`src/rtl/mem_arbiter_pkg.sv`:
```
// Shared encodings for the fetch/data memory arbiter: FSM states and access owner.
package mem_arbiter_pkg;

  typedef logic [1:0] state_t;
  typedef logic       owner_t;

  localparam state_t ST_IDLE   = 2'd0;
  localparam state_t ST_BUSY_I = 2'd1;
  localparam state_t ST_BUSY_D = 2'd2;
  localparam state_t ST_RESP   = 2'd3;

  localparam owner_t OWN_I = 1'b0;
  localparam owner_t OWN_D = 1'b1;

endpackage

```
`src/rtl/mem_arbiter.sv`:
```
// Arbitrates instruction fetch and load/store traffic onto one single-port memory,
// one access in flight, data-first with a fairness override so fetch is not starved.
module mem_arbiter
  import mem_arbiter_pkg::*;
#(
  parameter int ADDR_W = 32,
  parameter int DATA_W = 32
) (
  input  logic              clk,
  input  logic              rst_n,
  input  logic              if_req,
  input  logic [ADDR_W-1:0] if_addr,
  input  logic              if_flush,
  output logic [DATA_W-1:0] if_rdata,
  output logic              if_ready,
  input  logic              d_rd,
  input  logic              d_wr,
  input  logic [ADDR_W-1:0] d_addr,
  input  logic [DATA_W-1:0] d_wdata,
  output logic [DATA_W-1:0] d_rdata,
  output logic              d_ready,
  output logic              m_req,
  output logic              m_we,
  output logic [ADDR_W-1:0] m_addr,
  output logic [DATA_W-1:0] m_wdata,
  input  logic [DATA_W-1:0] m_rdata,
  input  logic              m_ack,
  output logic              stall_if,
  output logic              stall_mem,
  output logic              err
);

  state_t            state_q, state_d;
  owner_t            owner_q, owner_d;
  owner_t            last_q, last_d;
  logic              m_req_q, m_req_d;
  logic              m_we_q, m_we_d;
  logic [ADDR_W-1:0] m_addr_q, m_addr_d;
  logic [DATA_W-1:0] m_wdata_q, m_wdata_d;
  logic [DATA_W-1:0] if_rdata_q, if_rdata_d;
  logic [DATA_W-1:0] d_rdata_q, d_rdata_d;
  logic              flushed_q, flushed_d;
  logic              err_q, err_d;

  logic d_pend, i_pend, gnt_d, gnt_i;

  // A fetch being redirected this cycle is not worth starting.
  assign d_pend = d_rd | d_wr;
  assign i_pend = if_req & ~if_flush;
  assign gnt_d  = d_pend & ~(i_pend & (last_q == OWN_D));
  assign gnt_i  = i_pend & ~gnt_d;

  always_comb begin
    // NOTE: every variable gets a default here so no path through the case infers a latch.
    state_d    = state_q;
    owner_d    = owner_q;
    last_d     = last_q;
    m_req_d    = m_req_q;
    m_we_d     = m_we_q;
    m_addr_d   = m_addr_q;
    m_wdata_d  = m_wdata_q;
    if_rdata_d = if_rdata_q;
    d_rdata_d  = d_rdata_q;
    flushed_d  = flushed_q;
    err_d      = err_q | (d_rd & d_wr);

    case (state_q)
      ST_IDLE: begin
        if (gnt_d) begin
          state_d   = ST_BUSY_D;
          owner_d   = OWN_D;
          m_req_d   = 1'b1;
          m_we_d    = d_wr;
          m_addr_d  = d_addr;
          m_wdata_d = d_wdata;
          flushed_d = 1'b0;
        end else if (gnt_i) begin
          state_d   = ST_BUSY_I;
          owner_d   = OWN_I;
          m_req_d   = 1'b1;
          m_we_d    = 1'b0;
          m_addr_d  = if_addr;
          m_wdata_d = '0;
          flushed_d = 1'b0;
        end
      end
      ST_BUSY_I: begin
        // A redirected fetch still finishes on the memory side; its data is dropped.
        if (if_flush) flushed_d = 1'b1;
        if (m_ack) begin
          state_d = ST_RESP;
          m_req_d = 1'b0;
          if (!(flushed_q | if_flush)) if_rdata_d = m_rdata;
        end
      end
      ST_BUSY_D: begin
        if (m_ack) begin
          state_d = ST_RESP;
          m_req_d = 1'b0;
          if (!m_we_q) d_rdata_d = m_rdata;
        end
      end
      default: begin
        state_d = ST_IDLE;
        last_d  = owner_q;
      end
    endcase
  end

  // NOTE: sequential state uses non-blocking assignments only, so every flop sees pre-edge values.
  always_ff @(posedge clk or negedge rst_n) begin
    if (!rst_n) begin
      state_q    <= ST_IDLE;
      owner_q    <= OWN_I;
      last_q     <= OWN_I;
      m_req_q    <= 1'b0;
      m_we_q     <= 1'b0;
      m_addr_q   <= '0;
      m_wdata_q  <= '0;
      if_rdata_q <= '0;
      d_rdata_q  <= '0;
      flushed_q  <= 1'b0;
      err_q      <= 1'b0;
    end else begin
      state_q    <= state_d;
      owner_q    <= owner_d;
      last_q     <= last_d;
      m_req_q    <= m_req_d;
      m_we_q     <= m_we_d;
      m_addr_q   <= m_addr_d;
      m_wdata_q  <= m_wdata_d;
      if_rdata_q <= if_rdata_d;
      d_rdata_q  <= d_rdata_d;
      flushed_q  <= flushed_d;
      err_q      <= err_d;
    end
  end

  assign if_ready  = (state_q == ST_RESP) & (owner_q == OWN_I) & ~flushed_q & ~if_flush;
  assign d_ready   = (state_q == ST_RESP) & (owner_q == OWN_D);
  assign if_rdata  = if_rdata_q;
  assign d_rdata   = d_rdata_q;
  assign m_req     = m_req_q;
  assign m_we      = m_we_q;
  assign m_addr    = m_addr_q;
  assign m_wdata   = m_wdata_q;
  assign err       = err_q;
  assign stall_if  = if_req & ~if_ready;
  assign stall_mem = d_pend & ~d_ready;

endmodule
```
`config.mk`:
```
export PLATFORM = sky130hd
export DESIGN_NAME = mem_arbiter
export DESIGN_NICKNAME = d
export VERILOG_FILES = /design/src/rtl/mem_arbiter_pkg.sv /design/src/rtl/mem_arbiter.sv
export SDC_FILE = /design/constraint.sdc
export NUM_CORES = 1
export LEC_CHECK = 0
export ABC_AREA = 1
export CAP_MARGIN = 20
export CELL_PAD_IN_SITES_DETAIL_PLACEMENT = 0
export CELL_PAD_IN_SITES_GLOBAL_PLACEMENT = 2
export CORE_ASPECT_RATIO = 0.8
export CORE_MARGIN = 4
export CORE_UTILIZATION = 24
export DETAILED_ROUTE_END_ITERATION = 6
export GPL_ROUTABILITY_DRIVEN = 0
export PLACE_DENSITY = 0.87
export SYNTH_ARGS = -nofsm -noshare
export SYNTH_HDL_FRONTEND = slang
export SYNTH_SLANG_ARGS = --single-unit
```
`constraint.sdc`:
```
create_clock -name clk -period 2.8 [get_ports clk]
set_input_delay 0.56 -clock clk [delete_from_list [all_inputs] [get_ports clk]]
set_output_delay 0.56 -clock clk [all_outputs]
set_load 0.03 [all_outputs]
```
Yosys cells after proc, flatten, opt, wreduce, memory -nomap -nowiden
Cells that the tools add are included.
{ "classes": {"eq_ne": 6, "n_mux": 18, "bitwise": 23, "reduce_logical": 12} }
{ "ops": {"columns": ["operator", "count"], "rows": [
  ["$mux 32", 4],
  ["$reduce_and 3->1", 4],
  ["$and 1x1->1", 11],
  ["$not 1->1", 9],
  ["$mux 1", 8],
  ["$mux 2", 3],
  ["$reduce_bool 2->1", 3],
  ["$eq 2x2->1 const B", 2],
  ["$pmux 1 s2", 2],
  ["$pmux 2 s2", 1],
  ["$reduce_and 2->1", 2],
  ["$ne 3x3->1 const B", 1],
  ["$or 1x1->1", 3],
  ["$reduce_or 3->1", 1],
  ["$eq 2x1->1 const B", 1],
  ["$logic_not 2->1", 1],
  ["$ne 2x1->1 const B", 1],
  ["$ne 2x2->1 const B", 1],
  ["$reduce_or 2->1", 1]
]} }
{ "word_totals": {"elab_cells": 70, "regBits": 136, "output_inout_bits": 135} }

Depth between registers and ports, before layout
{ "depth": {"ltp_word": 10, "ltp_mapped": 9} }

Least setup slack after synthesis
OpenSTA, ideal clock, no wires.
{ "synth_path": {"kind": "input -> output", "from": "input port if_flush", "to": "output port stall_if", "n_path_buf": 0, "arrival_ns": 1.813, "setup_slack_ns": 0.427, "path_stages": 4, "path_cell_list": "nor2_1 inv_1 nor3_1 nor2_1"} }
{ "synth_between": {"elab_chain_len": 4} }
{ "synth_lines": {"columns": ["item", "line", "rtl"], "rows": [
  ["start: declaration", "mem_arbiter.sv:13", "input logic if_flush,"],
  ["$not 1->1", "mem_arbiter.sv:139", "assign if_ready = (state_q == ST_RESP) & (owner_q == OWN_I) & ~flushed_q & ~if_flush;"],
  ["$and 1x1->1", "mem_arbiter.sv:139", null],
  ["via if_ready", "mem_arbiter.sv:15", "output logic if_ready,"],
  ["$not 1->1", "mem_arbiter.sv:148", "assign stall_if = if_req & ~if_ready;"],
  ["$and 1x1->1", "mem_arbiter.sv:148", null],
  ["end: declaration", "mem_arbiter.sv:28", "output logic stall_if,"]
]} }
The timed path passes the listed nets, and every way through them passes these cells.

Worst setup path in the final report
{ "layout_path": {"from": "register state_q[0]", "to": "output port stall_mem"} }
{ "layout_between": {"elab_chain_len": 4} }
{ "layout_lines": {"columns": ["item", "line", "rtl"], "rows": [
  ["start: declaration", "mem_arbiter.sv:33", "state_t state_q, state_d;"],
  ["start signal: assignment", "mem_arbiter.sv:125", "state_q <= state_d;"],
  ["$eq 2x2->1", "mem_arbiter.sv:140", "assign d_ready = (state_q == ST_RESP) & (owner_q == OWN_D);"],
  ["$and 1x1->1", "mem_arbiter.sv:140", null],
  ["$not 1->1", "mem_arbiter.sv:149", "assign stall_mem = d_pend & ~d_ready;"],
  ["$and 1x1->1", "mem_arbiter.sv:149", null],
  ["end: declaration", "mem_arbiter.sv:29", "output logic stall_mem,"]
]} }
No other way between the ends.

==> metrics.cfg <==
[route]
vias=5249
finalWirelength_um=19000
wl_per_cell_um=15.0
drc=0
drtAntennaViolNets=0
vias_per_cell=4.14
drt_iter0_drc=226
firstDrtPassIters=4

[yosys]
synth_cell_types=21
ys_seq_elements=136
ys_seq_area_frac=0.589
syn_avg_cell_area_sq_um=8.55
yosysTopAreaCell=dfrtp_1
netlist.area_leader.share=0.589
syn-num-nets=815
yosys-top-cells-area=dfrtp_1 59%, nand2_1 17%, o21ai_1 6.1%
yosysWarnings=0
syn_area_sq_um=5780
syn_inst=676

[die]
die_h_um=147
start_util=0.246
ioPinCount=270
coreArea_sq_um=23500
die-area_sq_um=26700
die_w_um=182
num_rows=50

[sta]
max_freq_mhz=388
worst_slew_pin_slew_ns=0.593
final_hold_viol_count=0
holdWs_ns=0.108
clock_skew_ns=0.0120
finalCritPeriodShare=0.921
slew_violations=0
min_period_ns=2.58
rsz0062_at_grt=no
finalSetupViolCount=0
tns_ns=0
slew_headroom=0.605

[layout]
final_cells=1269
fillers=2373
syn2layout_area_growth_pct=64.3
nets=1083
final_cell_mix=266 x clkdlybuf4s50_1, 265 x nand2_1, 136 x dfrtp_1
register_area_sq_um=3400
layout_commonest_cell=clkdlybuf4s50_1
drive_gt1_frac=0.0752
antenna_cells=0
multiInputGateArea_sq_um=1890

[place]
dp_cells=1237
io_buffers=269
hpwl_um=13600

[power]
power.switching_uw=4890
leakage_uw=0.00461
pwr-share-clk=0.216
peakVddDrop_mv=0.508
power_density_nw_per_um2=1220
switching_share=0.423
p_comb_frac=0.492
seqPwrFrac=0.292
intPower_uw=6680

[setup_path]
rrSetupSlack_ns=1.08
cp_slowest_cell=clkdlybuf4s50_1
arrival_ns=2.02
critical_path.max_stage_delay_ns=0.71
worstPathRequired_ns=2.24
crit_chain=ha_1 -> nand2_1 -> inv_1 -> nor2_1 -> clkdlybuf4s50_1
worst_setup_path_start_kind=flop
worst-path-buf-inv=2
crit_type=reg2out
end_kind=output port
path_max_fanout=4
path_delay_family=buffers and inverters

[grt]
grt_overflow_total=0
grt.met1_usage=0.194
busiest_layer=met2
grt_pass1_vias=5298
gr-usage-all-layers=0.141
grt_max_degree=65
grt_pass1_wl_um=30300
use_met3=0.0641
antenna_found_initial=1
met2_usage=0.205

[clock_network]
cts_max_level=4
post_cts_resized=0
clock_path_buffers=2
hold_buffers=0
cts.root.buffer_cell=clkbuf_16
cts_setup_buffers=0
cts_tree=yes
path_clk_slew_ns=0.06
cts_buffers=17
clk_latency_ns=0.42
cts.sinks=136

[job]
cap_violations=0

[min_path]
worst_hold_path_type=in2async

[outcome]
outcome=complete, no violations

[path summary, 6_finish.rpt]
kind | startpoint | endpoint | depth (start not counted)
min | rst_n | d_rdata[7] | 1
min reg2reg | m_addr[7] | m_addr[7] | 2
min in group clk | m_addr[7] | m_addr[7] | 2
max in group asynchronous | rst_n | m_addr[12] | 2
max | state_q[0] | stall_mem | 5
max reg2reg | state_q[1] | m_addr[25] | 7
[stage by stage]
| stage | util | power, uW | setup WS (ns) | cell area (sq um) |
|---|---|---|---|---|
| 6_report | 0.404 | 11600 | 0.220 | 9500 |
| 5_1_grt | 0.404 | 12300 | 0.117 | 9500 |
| 4_1_cts | 0.404 | 11800 | 0.0960 | 9500 |
| 3_5_place_dp | 0.376 | 9190 | 0.102 | 8850 |
| 3_3_place_gp | 0.376 | 9150 | 0.165 | 8850 |
| 2_1_floorplan | - | 6600 | 0.427 | 5780 |
[power groups by stage]
stage,clock [uW],sequential (uW),combinational [uW]
detailed placement,0,3400,5790
CTS,2560,3390,5800
global route,2650,3510,6150
finish,2500,3380,5700
floorplan,0,5060,1540
global placement,0,3370,5780
[final cells by class]
class / count / share of cell area
Clock buffer: 18 / 0.0462
Multi-Input combinational cell: 428 / 0.199
Inverter: 78 / 0.0308
Clock inverter: 14 / 0.0221
Sequential cell: 136 / 0.358
Timing Repair Buffer: 283 / 0.303
Tap cell: 312 / 0.0411
[per-layer routing]
layer	part of all wire	vias to the layer above
met5	0.00068	-
met4	0.0081	2
met3	0.092	11
met2	0.43	184
met1	0.47	2422
li1	-	2630
[synth_stat cells]
master    count
o21ai_0      26
buf_4         3
nor2_1        5
nand2_1     265
clkbuf_1      6
o21bai_1      2
clkbuf_2      1
dfrtp_1     136
inv_2         4
ha_1          4
buf_6         4
nand3_2       4
o21ai_1      70
nor2_2        1
nand3_1      35
inv_1        74
o22ai_2       1
nand2_4       1
nor3_1        1
buf_2        20
nand2_2      13
[flip-flops by register name (all words and copies together), names as in the netlist, 2 cells and up]
signal	count
d_rdata	32
if_rdata	32
m_addr	32
m_wdata	32
state_q	2
[cells by family (layout without fill, tap and decap cells)]
kind of cell / Yosys count / count (layout) / synth area share
and+or+nand+nor: 325 / 325 / 0.230
adders and majority gates: 4 / 4 / 0.00866
buffers and inverters: 112 / 393 / 0.0844
AOI/OAI and AO/OA: 99 / 99 / 0.0879
DFF: 136 / 136 / 0.589
(Power assumes the default switching activity.)
